**config.mk**
```make
export PLATFORM = sky130hd
export DESIGN_NAME = reg_file_2r1w_flat
export DESIGN_NICKNAME = d
export VERILOG_FILES = /design/src/rtl/reg_file_2r1w_pkg.sv /design/src/rtl/reg_file_2r1w_if.sv /design/src/rtl/reg_file_2r1w_rd_port.sv /design/src/rtl/reg_file_2r1w.sv /design/src/flat_wrapper.sv
export SDC_FILE = /design/constraint.sdc
export NUM_CORES = 2
export LEC_CHECK = 0
export CORE_UTILIZATION = 55
export CTS_CLUSTER_SIZE = 40
export DETAILED_ROUTE_END_ITERATION = 7
export DONT_BUFFER_PORTS = 1
export HOLD_SLACK_MARGIN = 0.03
export PLACE_DENSITY = 0.7
export SLEW_MARGIN = 30
export SYNTH_ARGS = -nofsm -noshare
export SYNTH_HDL_FRONTEND = slang
export SYNTH_SLANG_ARGS = --single-unit
```
**constraint.sdc**
```tcl
create_clock -name clk -period 3 [get_ports clk]
set_clock_uncertainty 0.2 [all_clocks]
set_input_delay 0.15 -clock clk [delete_from_list [all_inputs] [get_ports clk]]
set_output_delay 0.15 -clock clk [all_outputs]
set_load 0.02 [all_outputs]
```
**src/rtl/reg_file_2r1w_pkg.sv**
```systemverilog
// ============================================================================
// Module  : rf_pkg
// Brief   : Shared sizing constants and word type for the 2R1W register file
// Revision: 1.0 - initial release
// ============================================================================
`default_nettype none

package rf_pkg;

  localparam int          RF_WIDTH = 32;
  localparam int          RF_DEPTH = 32;
  localparam int          RF_AW    = 5;
  localparam logic [4:0]  REG_ZERO = 5'd0;

  typedef logic [RF_WIDTH-1:0] rf_word_t;

endpackage : rf_pkg

`default_nettype wire

```
**src/rtl/reg_file_2r1w_if.sv**
```systemverilog
// ============================================================================
// Module  : reg_file_2r1w_if
// Brief   : Write-port and dual read-port bundle between datapath and regfile
// Revision: 1.0 - initial release
// ============================================================================
`default_nettype none

interface reg_file_2r1w_if
  import rf_pkg::*;
#(
  parameter int WIDTH = RF_WIDTH,
  parameter int AW    = RF_AW
);

  logic             wr_en;
  logic [AW-1:0]    wr_addr;
  logic [WIDTH-1:0] wr_data;
  logic             rd_en_a;
  logic [AW-1:0]    rd_addr_a;
  logic             rd_en_b;
  logic [AW-1:0]    rd_addr_b;
  logic [WIDTH-1:0] rd_data_a;
  logic             rd_vld_a;
  logic [WIDTH-1:0] rd_data_b;
  logic             rd_vld_b;

  modport master (
    output wr_en, wr_addr, wr_data,
    output rd_en_a, rd_addr_a, rd_en_b, rd_addr_b,
    input  rd_data_a, rd_vld_a, rd_data_b, rd_vld_b
  );

  modport slave (
    input  wr_en, wr_addr, wr_data,
    input  rd_en_a, rd_addr_a, rd_en_b, rd_addr_b,
    output rd_data_a, rd_vld_a, rd_data_b, rd_vld_b
  );

endinterface : reg_file_2r1w_if

`default_nettype wire

```
**src/rtl/reg_file_2r1w_rd_port.sv**
```systemverilog
// ============================================================================
// Module  : rf_read_port
// Brief   : Registered read port with write-first bypass and valid flag
// Revision: 1.0 - initial release
// ============================================================================
`default_nettype none

module rf_read_port
  import rf_pkg::*;
#(
  parameter int WIDTH = RF_WIDTH,
  parameter int AW    = RF_AW
) (
  input  wire logic             clk,
  input  wire logic             rst_n,
  input  wire logic             i_rd_en,
  input  wire logic [AW-1:0]    i_rd_addr,
  input  wire logic [WIDTH-1:0] i_mem_data,
  input  wire logic             i_wr_en,
  input  wire logic [AW-1:0]    i_wr_addr,
  input  wire logic [WIDTH-1:0] i_wr_data,
  output logic      [WIDTH-1:0] o_rd_data,
  output logic                  o_rd_vld
);

  logic [WIDTH-1:0] r_rd_data;
  logic             r_rd_vld;
  logic             w_is_zero;
  logic             w_bypass;

  assign w_is_zero = (i_rd_addr == AW'(REG_ZERO));
  assign w_bypass  = i_wr_en && (i_wr_addr == i_rd_addr);

  // Address 0 wins over the bypass so a write aimed at r0 never leaks out.
  always_ff @(posedge clk or negedge rst_n) begin
    if (!rst_n) begin
      r_rd_data <= '0;
      r_rd_vld  <= 1'b0;
    end else begin
      r_rd_vld <= i_rd_en;
      if (i_rd_en) begin
        if (w_is_zero)
          r_rd_data <= '0;
        else if (w_bypass)
          r_rd_data <= i_wr_data;
        else
          r_rd_data <= i_mem_data;
      end
    end
  end

  assign o_rd_data = r_rd_data;
  assign o_rd_vld  = r_rd_vld;

endmodule : rf_read_port

`default_nettype wire

```
**src/rtl/reg_file_2r1w.sv**
```systemverilog
// ============================================================================
// Module  : reg_file_2r1w
// Brief   : 32x32 MIPS-style register file, one write and two registered reads
// Revision: 1.0 - initial release
// ============================================================================
`default_nettype none

module reg_file_2r1w
  import rf_pkg::*;
#(
  parameter int WIDTH = RF_WIDTH,
  parameter int DEPTH = RF_DEPTH,
  parameter int AW    = RF_AW
) (
  input  wire logic       clk,
  input  wire logic       rst_n,
  reg_file_2r1w_if.slave  bus
);

  logic [WIDTH-1:0] r_mem [DEPTH];
  logic [WIDTH-1:0] w_mem_a;
  logic [WIDTH-1:0] w_mem_b;
  logic             w_wr_ok;

  assign w_wr_ok = bus.wr_en && (bus.wr_addr != AW'(REG_ZERO));

  // Entry 0 is only ever cleared, which keeps r0 hard-wired to zero.
  always_ff @(posedge clk or negedge rst_n) begin
    if (!rst_n) begin
      for (int i = 0; i < DEPTH; i++)
        r_mem[i] <= '0;
    end else if (w_wr_ok) begin
      r_mem[bus.wr_addr] <= bus.wr_data;
    end
  end

  assign w_mem_a = r_mem[bus.rd_addr_a];
  assign w_mem_b = r_mem[bus.rd_addr_b];

  rf_read_port #(.WIDTH(WIDTH), .AW(AW)) u_rd_a (
    .clk        (clk),
    .rst_n      (rst_n),
    .i_rd_en    (bus.rd_en_a),
    .i_rd_addr  (bus.rd_addr_a),
    .i_mem_data (w_mem_a),
    .i_wr_en    (bus.wr_en),
    .i_wr_addr  (bus.wr_addr),
    .i_wr_data  (bus.wr_data),
    .o_rd_data  (bus.rd_data_a),
    .o_rd_vld   (bus.rd_vld_a)
  );

  rf_read_port #(.WIDTH(WIDTH), .AW(AW)) u_rd_b (
    .clk        (clk),
    .rst_n      (rst_n),
    .i_rd_en    (bus.rd_en_b),
    .i_rd_addr  (bus.rd_addr_b),
    .i_mem_data (w_mem_b),
    .i_wr_en    (bus.wr_en),
    .i_wr_addr  (bus.wr_addr),
    .i_wr_data  (bus.wr_data),
    .o_rd_data  (bus.rd_data_b),
    .o_rd_vld   (bus.rd_vld_b)
  );

endmodule : reg_file_2r1w

`default_nettype wire
```
**src/flat_wrapper.sv**
```systemverilog
// flat-port wrapper written by rule: the top's interface ports become plain ports
module reg_file_2r1w_flat import rf_pkg::*;
#(
  parameter int WIDTH = RF_WIDTH,
  parameter int DEPTH = RF_DEPTH,
  parameter int AW    = RF_AW
)
  (clk, rst_n, bus_wr_en, bus_wr_addr, bus_wr_data, bus_rd_en_a, bus_rd_addr_a, bus_rd_en_b, bus_rd_addr_b, bus_rd_data_a, bus_rd_vld_a, bus_rd_data_b, bus_rd_vld_b);
  reg_file_2r1w_if #(.WIDTH(WIDTH), .AW(AW)) bus_i ();
  input  wire logic clk;
  input  wire logic rst_n;
  input wire logic [$bits(bus_i.wr_en)-1:0] bus_wr_en;
  input wire logic [$bits(bus_i.wr_addr)-1:0] bus_wr_addr;
  input wire logic [$bits(bus_i.wr_data)-1:0] bus_wr_data;
  input wire logic [$bits(bus_i.rd_en_a)-1:0] bus_rd_en_a;
  input wire logic [$bits(bus_i.rd_addr_a)-1:0] bus_rd_addr_a;
  input wire logic [$bits(bus_i.rd_en_b)-1:0] bus_rd_en_b;
  input wire logic [$bits(bus_i.rd_addr_b)-1:0] bus_rd_addr_b;
  output wire logic [$bits(bus_i.rd_data_a)-1:0] bus_rd_data_a;
  output wire logic [$bits(bus_i.rd_vld_a)-1:0] bus_rd_vld_a;
  output wire logic [$bits(bus_i.rd_data_b)-1:0] bus_rd_data_b;
  output wire logic [$bits(bus_i.rd_vld_b)-1:0] bus_rd_vld_b;
  assign bus_i.wr_en = bus_wr_en;
  assign bus_i.wr_addr = bus_wr_addr;
  assign bus_i.wr_data = bus_wr_data;
  assign bus_i.rd_en_a = bus_rd_en_a;
  assign bus_i.rd_addr_a = bus_rd_addr_a;
  assign bus_i.rd_en_b = bus_rd_en_b;
  assign bus_i.rd_addr_b = bus_rd_addr_b;
  assign bus_rd_data_a = bus_i.rd_data_a;
  assign bus_rd_vld_a = bus_i.rd_vld_a;
  assign bus_rd_data_b = bus_i.rd_data_b;
  assign bus_rd_vld_b = bus_i.rd_vld_b;
  reg_file_2r1w #(.WIDTH(WIDTH), .DEPTH(DEPTH), .AW(AW)) u_core (.clk(clk), .rst_n(rst_n), .bus(bus_i));
endmodule
```
### Yosys cells after proc, flatten, opt, wreduce, memory -nomap -nowiden

Index checks and enable logic that the tools add are counted.

| storage, ports and cells | value |
|---|---|
| bits in read-only memories | 0 |
| latch bits | 0 |
| RAM bits | 0 |
| memories kept | 0 |
| bits in registers | 1090 |

| operators by class | value |
|---|---|
| add/subtract/negate cells | 0 |
| div/mod/pow operators | 0 |
| bitwise logic cells | 3 |
| reductions and logical operators | 7 |
| multiplexer cells | 13 |
| multipliers | 0 |
| shifts and indexed selects | 0 |
| equality and inequality tests | 2 |
| order comparisons | 4 |

Operators by type and width:

| operator | count |
|---|---|
| bitwise mux 1024 bit | 1 |
| binary-select mux 32 bit (select 5 bit) | 2 |
| 2-to-1 mux 32 bit | 9 |
| demux 32 bit (select 5 bit) | 1 |
| >= comparator 6 bit (second input constant) | 3 |
| NOT 5 -> 6 bit | 3 |
| equality test 5 bit | 2 |
| logical NOT 5 bit | 2 |
| less-than comparator 6 x 1 -> 1 bit (second input constant) | 1 |
| nonzero test 5 bit | 1 |
| logical AND 1 bit | 4 |

### Logic depth before layout (Yosys ltp)

| logic depth | value |
|---|---|
| depth after elaboration | 6 |
| gate-level depth with buffers | 9 |
| mapped depth without buffers | 5 |

### Modules after synthesis

A second synthesis with hierarchy kept.

| second synthesis, totals | value |
|---|---|
| cells, all modules | 4987 |
| area, all modules | 59946.2 um^2 |

By module, submodules not included:

| module | cells each | area each (um^2) | times used |
|---|---|---|---|
| reg_file_2r1w | 4601 | 55937.4 | 1 |
| rf_read_port | 193 | 2004.4 | 2 |

### Least setup slack after synthesis

No wires, ideal clock.

| path | value |
|---|---|
| kind | input port to flip-flop |
| start point | input bus_rd_addr_b[2] |
| end point | register u_core.u_rd_b.r_rd_data[1], in the netlist u_core.u_rd_b.o_rd_data[1] |
| stages on the path | 8 |
| data arrival time | 1903 ps |
| setup slack | 766 ps |
| setup time | 132 ps |
| required time | 2668 ps |
| buffers on the path | 4 |
| path through | buf_2 buf_2 buf_2 clkbuf_1 mux4_2 a22oi_1 a21oi_1 or3b_1 |

| on the way | value |
|---|---|
| word-level cells in the longest chain between the ends | 6 |
| elaborated cells between the ends (all ways) | 9 |

RTL lines:

| element | RTL line | RTL |
|---|---|---|
| from (decl) | flat_wrapper.sv:18 | `input wire logic [$bits(bus_i.rd_addr_b)-1:0] bus_rd_addr_b;` |
| NOT 5 -> 6 bit (not written as such) | reg_file_2r1w.sv:38 | `assign w_mem_b = r_mem[bus.rd_addr_b];` |
| binary-select mux 32 bit (select 5 bit) | reg_file_2r1w.sv:38 |  |
| 2-to-1 mux 32 bit (not written as such) (2 in series) | reg_file_2r1w.sv:38 |  |
| 2-to-1 mux 32 bit | reg_file_2r1w_rd_port.sv:44 | `else if (w_bypass)` |
| 2-to-1 mux 32 bit (*) | reg_file_2r1w_rd_port.sv:42 | `if (w_is_zero)` |
| to (signal assigned) | reg_file_2r1w_rd_port.sv:45 | `r_rd_data <= i_wr_data;` |
| to (signal assigned) | reg_file_2r1w_rd_port.sv:47 | `r_rd_data <= i_mem_data;` |
| to (decl) | reg_file_2r1w_rd_port.sv:26 | `logic [WIDTH-1:0] r_rd_data;` |

Every way passes the cells marked *; elsewhere a longest branch is shown, timed or not. The select of a mux whose other input is x is not followed.
A chain may end at the register's enable or synchronous reset.

### Worst setup path in the final report

| path | value |
|---|---|
| start point | input bus_rd_addr_a[0] |
| end point | register u_core.u_rd_a.r_rd_data[22], in the netlist u_core.u_rd_a.o_rd_data[22] |

| on the way | value |
|---|---|
| word-level cells in the longest chain between the ends | 6 |
| elaborated cells between the ends (all ways) | 9 |

RTL lines:

| element | RTL line | RTL |
|---|---|---|
| from (decl) | flat_wrapper.sv:16 | `input wire logic [$bits(bus_i.rd_addr_a)-1:0] bus_rd_addr_a;` |
| NOT 5 -> 6 bit (not written as such) | reg_file_2r1w.sv:37 | `assign w_mem_a = r_mem[bus.rd_addr_a];` |
| binary-select mux 32 bit (select 5 bit) | reg_file_2r1w.sv:37 |  |
| 2-to-1 mux 32 bit (not written as such) (2 in series) | reg_file_2r1w.sv:37 |  |
| 2-to-1 mux 32 bit | reg_file_2r1w_rd_port.sv:44 |  |
| 2-to-1 mux 32 bit (*) | reg_file_2r1w_rd_port.sv:42 |  |
| to (signal assigned) | reg_file_2r1w_rd_port.sv:45 |  |
| to (signal assigned) | reg_file_2r1w_rd_port.sv:47 |  |
| to (decl) | reg_file_2r1w_rd_port.sv:26 |  |

Marks and branches as above.

==> impl_metrics.env <==
export IMPL_fill_cells=7428
export IMPL_yosys_warnings=0
export IMPL_drt_pass1_iter_count=8
export IMPL_hold_viol=393
export IMPL_crit_chain="or4_1, o21a_1, o211ai_4, buf_12, dlygate4sd3_1, a21oi_1, a2111o_1"
export IMPL_grt_max_degree=1091
export IMPL_port_buffers=0
export IMPL_ctsHtreeMaxLevel=3
export IMPL_critPathArrivalTime_ns=3.73
export IMPL_die_area_um2=105000
export IMPL_setup_violations_final=30
export IMPL_cellPowerDensity_nw_per_um2=658
export IMPL_place_congestion=0.849
export IMPL_grt_pass1_wl_um=263000
export IMPL_nNetsFinal=4082
export IMPL_start_util_pct=55.8
export IMPL_placedCellCount=5000
export IMPL_cp_end_kind="flop"
export IMPL_fp_dieW_um=324
export IMPL_vias_per_cell=7.12
export IMPL_post_route_util_pct=63.7
export IMPL_power_mw=43.0
export IMPL_synthCells=4001
export IMPL_violations="design-rule violations, negative hold slack, max-slew violations, negative setup slack"
export IMPL_place_ws_ns=0.396
export IMPL_relSlewSlack_pct=-14.3
export IMPL_fp_dieH_um=324
export IMPL_status="finished with violations"
export IMPL_insertion_delay_ns=0.72
export IMPL_num_rows=117
export IMPL_rsz0062_at_grt="true"
export IMPL_gr_total_overflow=0
export IMPL_cts_sinks=1090
export IMPL_yosysSeqAreaShare_pct=47.7
export IMPL_layout_drive_gt1_share_pct=42.8
export IMPL_max_stage_delay_ns=0.93
export IMPL_slowest_stage="or4_1"
export IMPL_io_pins=118
export IMPL_numCtsBuffers=115
export IMPL_crit_type="in2reg"
export IMPL_ir_drop_v=0.000558
export IMPL_finalWorstSetupSlack_ns=-0.338
export IMPL_drc=1
export IMPL_worstMarginPinSlew_ns=1.72
export IMPL_slew_violations=120
export IMPL_ys_ff_latch=1090
export IMPL_seqCellArea_um2=27300
export IMPL_cts_buffer_depth=3
export IMPL_holdWs_ns=-0.329
export IMPL_first_global_vias=39100
export IMPL_cts_tree="yes"
export IMPL_grt_use_total_pct=33.4
export IMPL_drt_initial_drc_count=4594
export IMPL_path_max_fanout=300
export IMPL_critPathRequiredTime_ns=3.40
export IMPL_clockRootBuffer="clkbuf_16"
export IMPL_finalCriticalPeriod_ns=3.34
export IMPL_total_leakage_power_nw=28.3
export IMPL_multiInputGateArea_um2=28100
export IMPL_wl_um=179000
export IMPL_period_share_pct=111
export IMPL_postRouteAntennaNets=0
export IMPL_synthDistinctLibCells=40
export IMPL_cp_start_kind="input port"
export IMPL_path_clk_slew_ns=0.06
export IMPL_grt_antenna_before_repair=8
export IMPL_fin_tns_setup_ns=-5.03
export IMPL_areaGrowthSynthToFinish_pct=14.2
export IMPL_fin_cells=5496
export IMPL_avgRoutedWirePerCell_um=32.7
export IMPL_synth_nets=4053
export IMPL_hold_class="in2async"
export IMPL_synth_avg_cell_area_um2=14.3
export IMPL_core_region_area_um2=102000
export IMPL_drv_cap=0
export IMPL_max_freq_ghz=0.300
export IMPL_synthesis_area_um2=57200
export IMPL_vias=39100
export IMPL_dp_hpwl_um=92100
export IMPL_r2r_cells=6
[routing by layer]
metal / routed length (µm) / vias to the layer above / global-route usage (%)
met5: 13 / - / 0
met4: 7800 / 2 / 11.8
met3: 19100 / 465 / 9.01
met2: 79700 / 2187 / 49.5
met1: 72800 / 20900 / 47.6
li1: - / 15600 / -
[cell usage in the layout, fill, tap and decap left out, drive strengths merged, types with 3 or more instances in the layout]
cell type,count
a2111o,32
a21oi,128
a221oi,128
a222oi,32
a22oi,128
and2,3
buf,145
bufinv,5
clkbuf,185
clkinv,28
dfrtp,1090
dlygate4sd3,213
inv,7
mux2,992
mux2i,256
mux4,384
nand2,115
nand3b,3
nor2,20
nor2b,35
nor3,4
nor3b,4
o211ai,67
o21ai,66
or3b,33
xnor2,10
[stage by stage]
stage	hold WS (ns)	area, µm²
after floorplan	-0.346	57200
after global placement	-0.260	58100
after detailed placement	-0.259	58100
after CTS	-1.03	64700
after global routing	-0.172	65300
final	-0.329	65300
[cell type report]
class                   count  area share, %
multi-input cells        2452           43.1
flip-flops and latches   1090           41.8
repair buffers            365           6.57
clock buffers             178           5.31
well taps                1368           2.62
clock inverters            35          0.588
inverters                   6         0.0441
diodes                      2        0.00766
[state kept, by name, summed over array words and instances (netlist names)]
register                 cells
u_core.r_mem              1024
u_core.u_rd_a.o_rd_data     32
u_core.u_rd_b.o_rd_data     32
u_core.u_rd_a.o_rd_vld       1
u_core.u_rd_b.o_rd_vld       1
[Yosys cell counts]
cell type,instances,area [µm²]
clkinv_1,2,7.51
nand3b_1,3,22.5
buf_4,14,105
mux2i_1,256,2560
buf_1,64,240
a221oi_1,128,1120
nand2_1,115,432
xnor2_1,10,87.6
clkbuf_1,257,965
a22oi_1,128,961
buf_2,103,515
dfrtp_1,1090,27300
mux2_2,992,11200
o211ai_2,1,12.5
o21ai_1,1,5.00
or3b_1,32,280
o2111a_2,1,12.5
a21o_1,1,7.51
inv_1,3,11.3
or3b_2,1,8.76
nor4_1,1,6.26
a21oi_1,128,641
nor2b_1,35,219
buf_6,15,169
o211ai_1,66,495
a222oi_1,32,320
o21a_1,1,7.51
mux4_2,384,8650
nand4_1,2,12.5
nor3_1,4,20.0
nor2_1,20,75.1
o21ai_0,65,325
nor3b_1,4,30.0
inv_2,1,3.75
nand3_1,2,10.0
and3_1,1,6.26
and2_1,3,18.8
or2_2,2,12.5
or4_1,1,7.51
a2111o_1,32,360
[cell families (layout without fill, tap and decap cells)]
family / count (synthesis) / in the layout / synth area share, %
buffers and inverters: 459 / 584 / 3.53
XOR/XNOR: 10 / 10 / 0.153
AND/OR/NAND/NOR: 226 / 226 / 2.03
flip-flops: 1090 / 1090 / 47.7
other: 0 / 2 / 0
AO/OA/AOI/OAI: 584 / 584 / 7.46
multiplexers: 1632 / 1632 / 39.1
[worst paths after layout]
path                                    start                     endpoint  slack (ns)
min                                     rst_n            u_core.r_mem[956]       -0.33
min reg2reg                u_core.r_mem[1020]           u_core.r_mem[1020]        0.20
max                          bus_rd_addr_a[0]  u_core.u_rd_a.o_rd_data[22]       -0.34
max reg2reg                 u_core.r_mem[344]  u_core.u_rd_b.o_rd_data[24]        0.05
min in group clk             bus_rd_addr_b[2]  u_core.u_rd_b.o_rd_data[13]        0.03
max in group asynchronous               rst_n            u_core.r_mem[619]        0.76
[report_power, final]
part / internal, mW / total (mW) / switching [mW]
clock network: 8.36 / 14.5 / 6.15
logic: 5.27 / 8.57 / 3.30
registers: 17.5 / 19.9 / 2.38
total: 31.1 / 43.0 / 11.8
[worst max-delay path, delay by kind of cell]
family                 cells  cell delay [ns]
buffers and inverters      2             1.05
AND/OR/NAND/NOR            1             0.93
AO/OA/AOI/OAI              4             0.80
[what timing repair did]
| item | in CTS | in global routing |
|---|---|---|
| setup endpoints to repair | 0 | 32 |
| resized for setup | 0 | 2 |
| hold buffers | 247 | 30 |
| buffers inserted | 0 | 4 |
| endpoints found under the hold margin | 2148 | 1098 |
(Power assumes the default switching activity.)
